--- config.mk ---
export PLATFORM = sky130hd
export DESIGN_NAME = alu_cmd_sequencer
export DESIGN_NICKNAME = d
export VERILOG_FILES = /design/src/rtl/alu_cmd_sequencer.sv
export SDC_FILE = /design/constraint.sdc
export NUM_CORES = 1
export LEC_CHECK = 0
export CAP_MARGIN = 10
export CORE_MARGIN = 10
export CORE_UTILIZATION = 30
export CTS_CLUSTER_DIAMETER = 100
export DETAILED_ROUTE_END_ITERATION = 7
export SETUP_SLACK_MARGIN = 0.5
export SLEW_MARGIN = 20
export SYNTH_ARGS = -nofsm -noshare
export SYNTH_HDL_FRONTEND = slang
export SYNTH_SLANG_ARGS = --single-unit
--- constraint.sdc ---
create_clock -name clk -period 5.2 [get_ports clk]
set_input_delay 0.78 -clock clk [delete_from_list [all_inputs] [get_ports clk]]
set_output_delay 0.78 -clock clk [all_outputs]
set_load 0.02 [all_outputs]
--- src/rtl/alu_cmd_sequencer.sv ---
// alu_cmd_sequencer: queues ALU commands and issues them one at a time to a 1-cycle registered ALU.
// Latency: legal op responds 3 cycles after acceptance into an idle, empty block; illegal op responds after 1.
// Backpressure: cmd_ready drops while the FIFO is full; rsp_* are held until rsp_ready.
module alu_cmd_sequencer #(
  parameter int DEPTH = 4,
  parameter int CNT_W = 3
) (
  input  logic             clk,
  input  logic             rst_n,
  input  logic             cmd_valid,
  output logic             cmd_ready,
  input  logic [3:0]       cmd_a,
  input  logic [3:0]       cmd_b,
  input  logic [3:0]       cmd_op,
  output logic [3:0]       alu_a,
  output logic [3:0]       alu_b,
  output logic [3:0]       alu_op,
  input  logic [7:0]       alu_result,
  input  logic             alu_carry,
  input  logic             alu_ovf,
  output logic             rsp_valid,
  input  logic             rsp_ready,
  output logic [7:0]       rsp_result,
  output logic             rsp_carry,
  output logic             rsp_ovf,
  output logic             rsp_illegal,
  output logic [CNT_W-1:0] cmd_count
);

  localparam int PTR_W = (DEPTH > 1) ? $clog2(DEPTH) : 1;
  localparam logic [CNT_W-1:0] DEPTH_C = CNT_W'(DEPTH);

  localparam logic [1:0] IDLE  = 2'd0;
  localparam logic [1:0] ISSUE = 2'd1;
  localparam logic [1:0] WAIT  = 2'd2;
  localparam logic [1:0] RESP  = 2'd3;

  logic [3:0]       fifo_a  [DEPTH];
  logic [3:0]       fifo_b  [DEPTH];
  logic [3:0]       fifo_op [DEPTH];
  logic [PTR_W-1:0] wr_ptr;
  logic [PTR_W-1:0] rd_ptr;
  logic [CNT_W-1:0] count;
  logic [1:0]       state;

  logic             push;
  logic             pop;
  logic [3:0]       head_a;
  logic [3:0]       head_b;
  logic [3:0]       head_op;
  logic             head_illegal;

  assign cmd_ready    = (count < DEPTH_C);
  assign push         = cmd_valid & cmd_ready;
  // Only IDLE pops, so at most one command is ever past the FIFO.
  assign pop          = (state == IDLE) && (count != '0);
  assign head_a       = fifo_a[rd_ptr];
  assign head_b       = fifo_b[rd_ptr];
  assign head_op      = fifo_op[rd_ptr];
  assign head_illegal = (head_op > 4'd8);
  assign cmd_count    = count;

  // Command storage; contents need no reset because reads are gated by count.
  always_ff @(posedge clk) begin
    if (push) begin
      fifo_a[wr_ptr]  <= cmd_a;
      fifo_b[wr_ptr]  <= cmd_b;
      fifo_op[wr_ptr] <= cmd_op;
    end
  end

  // FIFO pointers (wrap naturally, DEPTH is a power of two) and occupancy.
  always_ff @(posedge clk or negedge rst_n) begin
    if (!rst_n) begin
      wr_ptr <= '0;
      rd_ptr <= '0;
      count  <= '0;
    end else begin
      if (push) wr_ptr <= wr_ptr + PTR_W'(1);
      if (pop)  rd_ptr <= rd_ptr + PTR_W'(1);
      case ({push, pop})
        2'b10:   count <= count + CNT_W'(1);
        2'b01:   count <= count - CNT_W'(1);
        default: count <= count;
      endcase
    end
  end

  // Sequencer: IDLE -> ISSUE -> WAIT -> RESP for legal ops, IDLE -> RESP for illegal ones.
  always_ff @(posedge clk or negedge rst_n) begin
    if (!rst_n) begin
      state <= IDLE;
    end else begin
      case (state)
        IDLE:    if (pop) state <= head_illegal ? RESP : ISSUE;
        ISSUE:   state <= WAIT;
        WAIT:    state <= RESP;
        RESP:    if (rsp_ready) state <= IDLE;
        default: state <= IDLE;
      endcase
    end
  end

  // ALU operand registers: loaded only when a legal command leaves the FIFO, held otherwise.
  always_ff @(posedge clk or negedge rst_n) begin
    if (!rst_n) begin
      alu_a  <= 4'h0;
      alu_b  <= 4'h0;
      alu_op <= 4'hF;
    end else if (pop && !head_illegal) begin
      alu_a  <= head_a;
      alu_b  <= head_b;
      alu_op <= head_op;
    end
  end

  // Response registers: captured from the ALU in WAIT (its result is for the issued command),
  // synthesised for illegal ops, and data left in place after the handshake.
  always_ff @(posedge clk or negedge rst_n) begin
    if (!rst_n) begin
      rsp_valid   <= 1'b0;
      rsp_result  <= 8'h00;
      rsp_carry   <= 1'b0;
      rsp_ovf     <= 1'b0;
      rsp_illegal <= 1'b0;
    end else begin
      if (pop && head_illegal) begin
        rsp_valid   <= 1'b1;
        rsp_result  <= 8'h00;
        rsp_carry   <= 1'b0;
        rsp_ovf     <= 1'b0;
        rsp_illegal <= 1'b1;
      end else if (state == WAIT) begin
        rsp_valid   <= 1'b1;
        rsp_result  <= alu_result;
        rsp_carry   <= alu_carry;
        rsp_ovf     <= alu_ovf;
        rsp_illegal <= 1'b0;
      end else if (state == RESP && rsp_ready) begin
        rsp_valid   <= 1'b0;
      end
    end
  end

endmodule
==> summary.md <==
| Metric | Value |
|---|---|
| Critical Path RT | `about 5400 ps` |
| ANT nets after route | `0` |
| Clock buffer depth | `2` |
| Routed length per placed instance | `between 15 and 20 µm` |
| Via density | `approximately 4.3` |
| IO Count | `between 50 and 60` |
| Total Routing Usage GR | `0.0828` |
| Synth top area share | `0.439` |
| Critical Path Start Type | `register` |
| Post-CTS sizing | `0` |
| PwrDens | `just under 600 nW/µm²` |
| Final Worst Setup Slack | `2500 ps` |
| Crit. End Element | `register` |
| DR pass1 iterations | `4` |
| Number of synthesized flops with an enable pin | `48` |
| Post-Synth Adder-Cell Area | `0.0404` |
| Clock tree sinks | `between 80 and 90` |
| HP Start | `alu_b[1]` |
| Slew Limit Headroom | `0.443` |
| Final worst-path cycle share | `0.520` |
| Seq/Total Area, Yosys | `0.692` |
| Largest net degree at the start of global routing | `34` |
| Slew @ Worst Pin | `835 ps` |
| Reg2reg end | `alu_b[3]` |
| RSZ-0062 raised after global routing | `false` |
| Status | `complete, no violations` |
| Mux contribution to synthesized area | `0.168` |
| Post-Syn Instances | `around 190` |
| CP arrival | `between 2000 and 3000 ps` |
| Yosys top cell by area | `edfxtp_1` |
| Max FO, Critical Path | `14` |
| Synth Area in Simple Gates | `0.0373` |
| Register area | `~2300 µm²` |
| Vias in the first global route | `about 1900` |
| Initial antenna violation count | `0` |
| Lkg Pwr | `roughly 1.6 nW` |
| Ratio of cells with drive above 1 in the final layout | `0.176` |
| Area after DPL | `just under 4000 µm²` |
| Reg-to-reg setup timing slack | `roughly 2500 ps` |
| Detailed Route Iter0 Violations | `between 80 and 90` |
| Count leader, synth | `edfxtp_1` |
| FFs w/ async S/R, synth | `0.407` |
| Critical path class | `reg2reg` |
| Synthesized flop and latch total | `81` |
| HPWL after DPL | `4320 µm` |
| H-tree depth | `3` |
| Clock Skew | `8.44 ps` |
| Clk slew on worst S/H paths | `around 70 ps` |
| Synth Cell Area | `~3300 µm²` |
| Root Driver | `clkbuf_8` |
| Hold path cells | `1` |
| Area grow syn2layout | `25.4%` |
| Port bufs | `53` |
| Max Slew Vio Count | `0` |
| Residual DRC | `0` |
| Fillers | `1015` |
| Net Count, Synth | `approximately 220` |
| Core area | `10800 µm²` |
| First-pass GRT wire length | `around 10000 µm` |
| Area contributors post-synth | `edfxtp_1 (44%), dfrtp_1 (22%), mux4_2 (8.2%)` |
| Initial Utilization | `0.304` |
| Hold buffer count at CTS | `0` |
| Final net count | `281` |
| Chip Height | `between 100 and 150 µm` |
| Unique masters post-synth | `29` |
| Core Rows | `38` |
| Detailed Route WL | `6080 µm` |
| TNS Setup | `0 ps` |
| Reg2reg path depth | `4` |
| GRT overflow | `0` |
| RR Startpoint | `rd_ptr[0]` |
| Worst vdd ir | `~210 µV` |
| Pre-CTS setup slack | `2420 ps` |
| Die footprint | `around 16000 µm²` |
| F_max | `0.370 GHz` |
| Largest family of logic cells by synthesized area | `multiplexers` |
| N_diodes | `0` |
| Hold Path End | `alu_b[1]` |
| Later-pin clock latency in the skew report | `between 300 and 400 ps` |
| Via count | `~1700` |
| Area of the multi-input gates | `about 930 µm²` |
| Post-Synth XOR/XNOR Area | `0.0160` |
| Synth top cells by count | `edfxtp_1 (48), dfrtp_1 (29), nor2_1 (15)` |
| Min-Delay Path Class | `reg2reg` |
| Compound-Gate Fraction of Synth Area | `0.0202` |
| Routability Congestion | `0.698` |
| Post-CTS setup buffer count | `0` |
| Num CTS Buffers | `9` |
| Final hold vios | `0` |
| # setup viols final | `0` |
| Fin crit period | `2700 ps` |
| Max_cap viols | `0` |
| Synth warn | `0` |
| Synth Flop Type | `edfxtp_1` |
| Die Wd | `125 µm` |
| CTS tree | `yes` |
| Finished Cell Area | `between 4000 and 5000 µm²` |
| Mean Syn Cell Area | `roughly 17 µm²` |
logic make-up (layout without fill, tap and decap cells):
family	Yosys count	after routing
DFF	81	81
AOI/OAI and AO/OA	9	9
and+or+nand+nor	27	27
xor gates and xnor gates	6	6
buffers and inverters	20	82
muxes	35	35
adders and majority gates	10	10
cell usage in the layout, fill, tap and decap left out, types with 2 or more instances in the layout:
master and instances:
clkdlybuf4s50_1 53, edfxtp_1 48, dfrtp_1 29, nor2_1 15, inv_1 12, mux4_2 12
mux2i_1 11, mux2_4 10, ha_1 9, clkbuf_8 9, xnor2_1 5, and2_1 4
dfstp_2 4, a21oi_1 3, o21ai_0 3, nand2_1 3, clkinv_2 3, nor2b_1 2
layout make-up:
| type | count | share of cell area |
|---|---|---|
| flip-flops and latches | 81 | 0.551 |
| inverters | 12 | 0.0109 |
| clock buffers | 10 | 0.0310 |
| repair buffers | 54 | 0.131 |
| well taps | 140 | 0.0425 |
| multi-input cells | 87 | 0.225 |
| clock inverters | 6 | 0.00850 |
worst max path at each step:
stage               startpoint            to  slack, ps  cells after the start
global route         rd_ptr[0]      alu_b[3]       2270                      4
detailed placement   rd_ptr[0]      alu_b[3]       2420                      4
floorplan            cmd_valid  cmd_count[2]       3070                      9
finish               rd_ptr[0]      alu_b[3]       2500                      4
CTS                  rd_ptr[0]      alu_b[3]       2420                      4
global placement     rd_ptr[0]      alu_b[3]       2490                      4
where the power goes:
part	total [W]	switching [W]	internal, W
Sequential	0.00103	0.000142	0.000886
Clock	0.000385	0.000215	0.000170
Combinational	0.00101	0.000476	0.000535
critical path: stages (launching register included):
cell and delay (ps):
dfrtp_1 890, mux4_2 640, o31ai_4 360, nand2_2 310
mux2_1 390
routing by layer:
layer | track usage | wire (µm) | vias up
met5 | 0 | 0 | -
met4 | 0.0473 | 136 | 0
met3 | 0.0260 | 326 | 11
met2 | 0.134 | 3060 | 36
met1 | 0.0949 | 2550 | 840
li1 | - | - | 789
sequential cells by signal, indices dropped and copies added (netlist names):
register     cells
alu_a            4
alu_b            4
alu_op           4
cmd_count        3
fifo_a          16
fifo_b          16
fifo_op         16
rd_ptr           2
rsp_carry        1
rsp_illegal      1
rsp_ovf          1
rsp_result       8
rsp_valid        1
state            2
wr_ptr           2
stage by stage:
step	hold WS (ps)	total power (W)	utilization	instances
detailed placement	510	0.00209	0.367	374
CTS	528	0.00248	0.382	390
floorplan	484	0.00171	-	188
global route	550	0.00260	0.382	390
finish	518	0.00242	0.382	390
global placement	478	0.00207	0.367	374
Note: power is estimated with default switching activity, not from simulation.
==> RTL edit 1: new RTL, same flow settings <==
The parameter `CNT_W` goes from 3 to 6.
--- a/src/rtl/alu_cmd_sequencer.sv
+++ b/src/rtl/alu_cmd_sequencer.sv
@@ -5,3 +5,3 @@
   parameter int DEPTH = 4,
-  parameter int CNT_W = 3
+  parameter int CNT_W = 6
 ) (
Interface: changed (resized cmd_count); port bits go from 54 to 57. No check against the original RTL was run, so the function may have changed too.
==> RTL edit 1 against the original RTL <==
- utilization grew 0.37 points
- synthesized cell count grew 28%
- cell area grew 12%
- sequential share of layout area shrank 4.2 points
- synthesized area is 11% higher
- non-clock buffer count grew 3
- power grew 14%
- critical endpoint is now cmd_count[4]
- routed wire length is 25% higher
- sequential cell count up 3
- clock skew is 0.0019 ns lower
- worst setup slack got worse by 0.25 ns
==> RTL edit 1: results <==
[run_status]
status = finished clean

[worst_hold_path]
hp-class = reg2reg
hold_depth = 2
min_from = alu_op[3]

[power]
peakVddDrop_mv = 0.256
leakagePower_nw = 1.74
p_sw_mw = 0.988
power_frac_clock = 0.209
seq-power_mw = 1.04
pwr-share-seq = 0.375

[synth]
syn-instance-count = 240
synth_common_cells = edfxtp_1, dfrtp_1, nor2_1
seq_area_frac_synth = 0.642
syn_nets = 276
synth_cell_types = 44
synth_area_leaders = edfxtp_1, dfrtp_1, mux4_2
async_flop_share = 0.429
ys_warn_count = 0

[placed_design]
gp_congestion = 0.704
portBuffers = 56
detailedPlace.worstSlack_ns = 2.04
placed_area_mm2 = 0.00434
placed_cells = 429
dp_hpwl_um = 5170

[clocking]
cts_resized = 0
clock_latency_ns = 0.33
clkTransAtPathRegs_ns = 0.06
cts-root-buf = clkbuf_16
htreeDepth = 3
clockBufferDepth = 2
cts_setup_buffers = 0

[setup_path]
cp_max_fo = 18
reg2reg_depth = 11
timing.critical_path.from = cmd_count[2]
cp_data_arrival_time_ns = 3.16

[finish]
nets = 329
drive_gt1_frac = 0.158
n_fill_cell = 1159
largestRegisters = fifo_a x16, fifo_b x16, fifo_op x16

[routing]
via_per_inst = 4.73
route.vias.total = 2103
detail_route.iter0.violations = 96
finalWirelength_um = 7620

[grt]
track_usage = 0.0923
grt_pass1_vias = 2183
grt_start_max_net_pins = 37
grt_pass1_wl_um = 12000

[sta]
tightest_slew_ns = 0.891
finClkSkew_ns = 0.00652
-- RTL edit 1: final timing paths --
check                                to  slack, ns
setup / recovery           cmd_count[4]       2.25
hold / removal                alu_op[3]       0.47
setup reg to reg           cmd_count[4]       2.25
hold reg to reg               alu_op[3]       0.47
max in group asynchronous      alu_b[0]       4.07
min in group asynchronous  cmd_count[5]       0.57
-- RTL edit 1: worst max-delay path, stage by stage (launching register included) --
cell,delay [ns]
dfrtp_1,0.53
nor4_2,0.30
buf_4,0.21
nand2_1,0.06
nand2_1,0.14
inv_1,0.13
ha_1,0.41
xor2_1,0.23
ha_1,0.25
a221oi_1,0.31
nor4_1,0.10
xor2_1,0.15
-- RTL edit 1: final cells by class --
type	instances	area [µm²]	share of cell area
flip-flops and latches	84	2350	0.509
multi-input cells	130	1210	0.262
repair buffers	57	563	0.122
clock buffers	9	225	0.0488
well taps	147	184	0.0399
clock inverters	7	43.8	0.00950
inverters	11	41.3	0.00896
-- RTL edit 1: routing by layer --
layer | track usage | vias to the layer above | wire length [µm]
met5 | 0 | - | 0
met2 | 0.146 | 59 | 3520
met4 | 0.0392 | 0 | 68
met3 | 0.0310 | 7 | 506
li1 | - | 990 | -
met1 | 0.113 | 1047 | 3530
-- RTL edit 1: cells by family (layout without fill, tap and decap cells) --
| group | count (synthesis) | in the layout | share of synthesized area |
|---|---|---|---|
| AND/OR/NAND/NOR | 47 | 47 | 0.0640 |
| AO/OA/AOI/OAI | 28 | 28 | 0.0551 |
| flip-flops | 84 | 84 | 0.642 |
| XOR/XNOR | 9 | 9 | 0.0215 |
| buffers and inverters | 26 | 84 | 0.0304 |
| adder cells (fa/ha/maj) | 10 | 10 | 0.0342 |
| multiplexers | 36 | 36 | 0.153 |
==> RTL edit 2: new RTL, same settings <==
Made on the original files. Reset style: synchronous (`rst_n`), changed in 4 clocked blocks.
--- a/src/rtl/alu_cmd_sequencer.sv
+++ b/src/rtl/alu_cmd_sequencer.sv
@@ -72,3 +72,3 @@
   // FIFO pointers (wrap naturally, DEPTH is a power of two) and occupancy.
-  always_ff @(posedge clk or negedge rst_n) begin
+  always_ff @(posedge clk) begin
     if (!rst_n) begin
@@ -89,3 +89,3 @@
   // Sequencer: IDLE -> ISSUE -> WAIT -> RESP for legal ops, IDLE -> RESP for illegal ones.
-  always_ff @(posedge clk or negedge rst_n) begin
+  always_ff @(posedge clk) begin
     if (!rst_n) begin
@@ -104,3 +104,3 @@
   // ALU operand registers: loaded only when a legal command leaves the FIFO, held otherwise.
-  always_ff @(posedge clk or negedge rst_n) begin
+  always_ff @(posedge clk) begin
     if (!rst_n) begin
@@ -118,3 +118,3 @@
   // synthesised for illegal ops, and data left in place after the handshake.
-  always_ff @(posedge clk or negedge rst_n) begin
+  always_ff @(posedge clk) begin
     if (!rst_n) begin
Check against the original RTL: differs if rst_n is asserted again (counterexample within 4 cycles, from zero or initial values and one cycle with rst_n low); with rst_n held inactive, the same outputs for 10 cycles.
==> RTL edit 2 against the original RTL <==
- worst setup slack better by 0.24 ns
- via count is 8.8% higher
- largest cell class unchanged
- hold slack worse by 0.052 ns
- global-route usage hardly changed
- synthesized area is 1.3% lower
- cell area is 0.21% higher
- sequential cell count is 2 higher
- count of clock-buffer cells in the layout is 1 higher
- power is 9.5% lower
- routed wire length is 0.69% higher
- largest power group unchanged
- die area is 1.1% lower
- sequential share of layout area is 3.3 points lower
- highest routed layer unchanged
- non-clock buffer count is 1 lower
==> RTL edit 2: results <==
[grt]
met2_usage = 0.126
grtUsageMet3 = 0.0421
grt_start_max_net_pins = 22
grt_pass1_wl_um = 9830
track_usage = 0.0829

[setup_path]
crit_slowest_cell = o31a_1
cp_max_fo = 12
cp_top_family = adder cells
endpoint = cmd_count[2]
r2r_end = cmd_count[2]
cp_data_arrival_time_ns = 2.73
critPathMaxStageDelay_ns = 0.48
r2r_setup_slack_ns = 2.74
r2r-start = state[0]

[routing]
wl_met1_um = 2880
route.vias.total = 1824
finalWirelength_um = 6120
detail_route.iter0.violations = 117
met2WireLength_um = 2650
via_per_inst = 4.36

[power]
peakVddDrop_mv = 0.180
pg_clk_mw = 0.495
seq-power_mw = 0.936
leakagePower_nw = 1.45
power.total_mw = 2.19

[finish]
multi_input_area_share = 0.249
multi_input_cells = 119
drive_gt1_frac = 0.103
regArea_mm2 = 0.00214
bufAreaShareNonClock = 0.128
n_all_buffers = 53
n_all_inverters = 11
nets = 313
n_fill_cell = 966

[clocking]
clkSinkCount = 83

[placed_design]
gp_congestion = 0.695
placed_area_mm2 = 0.00391
placed_cells = 402
dp_hpwl_um = 4360

[synth]
synth_cell_types = 30
syn_nets = 257
async_flop_share = 0
synth_common_cells = edfxtp_1, dfxtp_1, nor2_1

[sta]
finClkSkew_ns = 0.00923
tightest_slew_ns = 0.677

[worst_hold_path]
hold_end = alu_op[3]
min_from = alu_op[3]
hold_depth = 2

[run_status]
status = finished clean
==> RTL edit 2: cell types whose count changed after synthesis, sizes merged, moves of 3 or more <==
cell    unedited run  this run
dfxtp              0        35
dfrtp             29         0
nand2              4        21
mux2              12         0
mux2i             11        18
nor2              15        22
dfstp              4         0
a21boi             0         3
a21oi              3         6
a311o              0         3
xnor2              5         2
==> RTL edit 2: cell families (layout without fill, tap and decap cells) <==
group           count (synthesis)  count (layout)  share of synthesized area
buf+inv                        19              80                     0.0228
mux                            30              30                      0.139
xor+xnor                        5               5                     0.0135
compound gates                 22              22                     0.0544
flops                          83              83                      0.660
fa+ha+maj                      10              10                     0.0409
simple gates                   52              52                     0.0694
==> RTL edit 2: through the flow <==
step	worst slack, ns	hold WS [ns]	util
4_1_cts	2.72	0.468	0.396
6_report	2.74	0.466	0.396
3_3_place_gp	2.46	0.448	0.376
2_1_floorplan	2.87	0.495	-
3_5_place_dp	2.41	0.456	0.376
5_1_grt	2.52	0.488	0.396
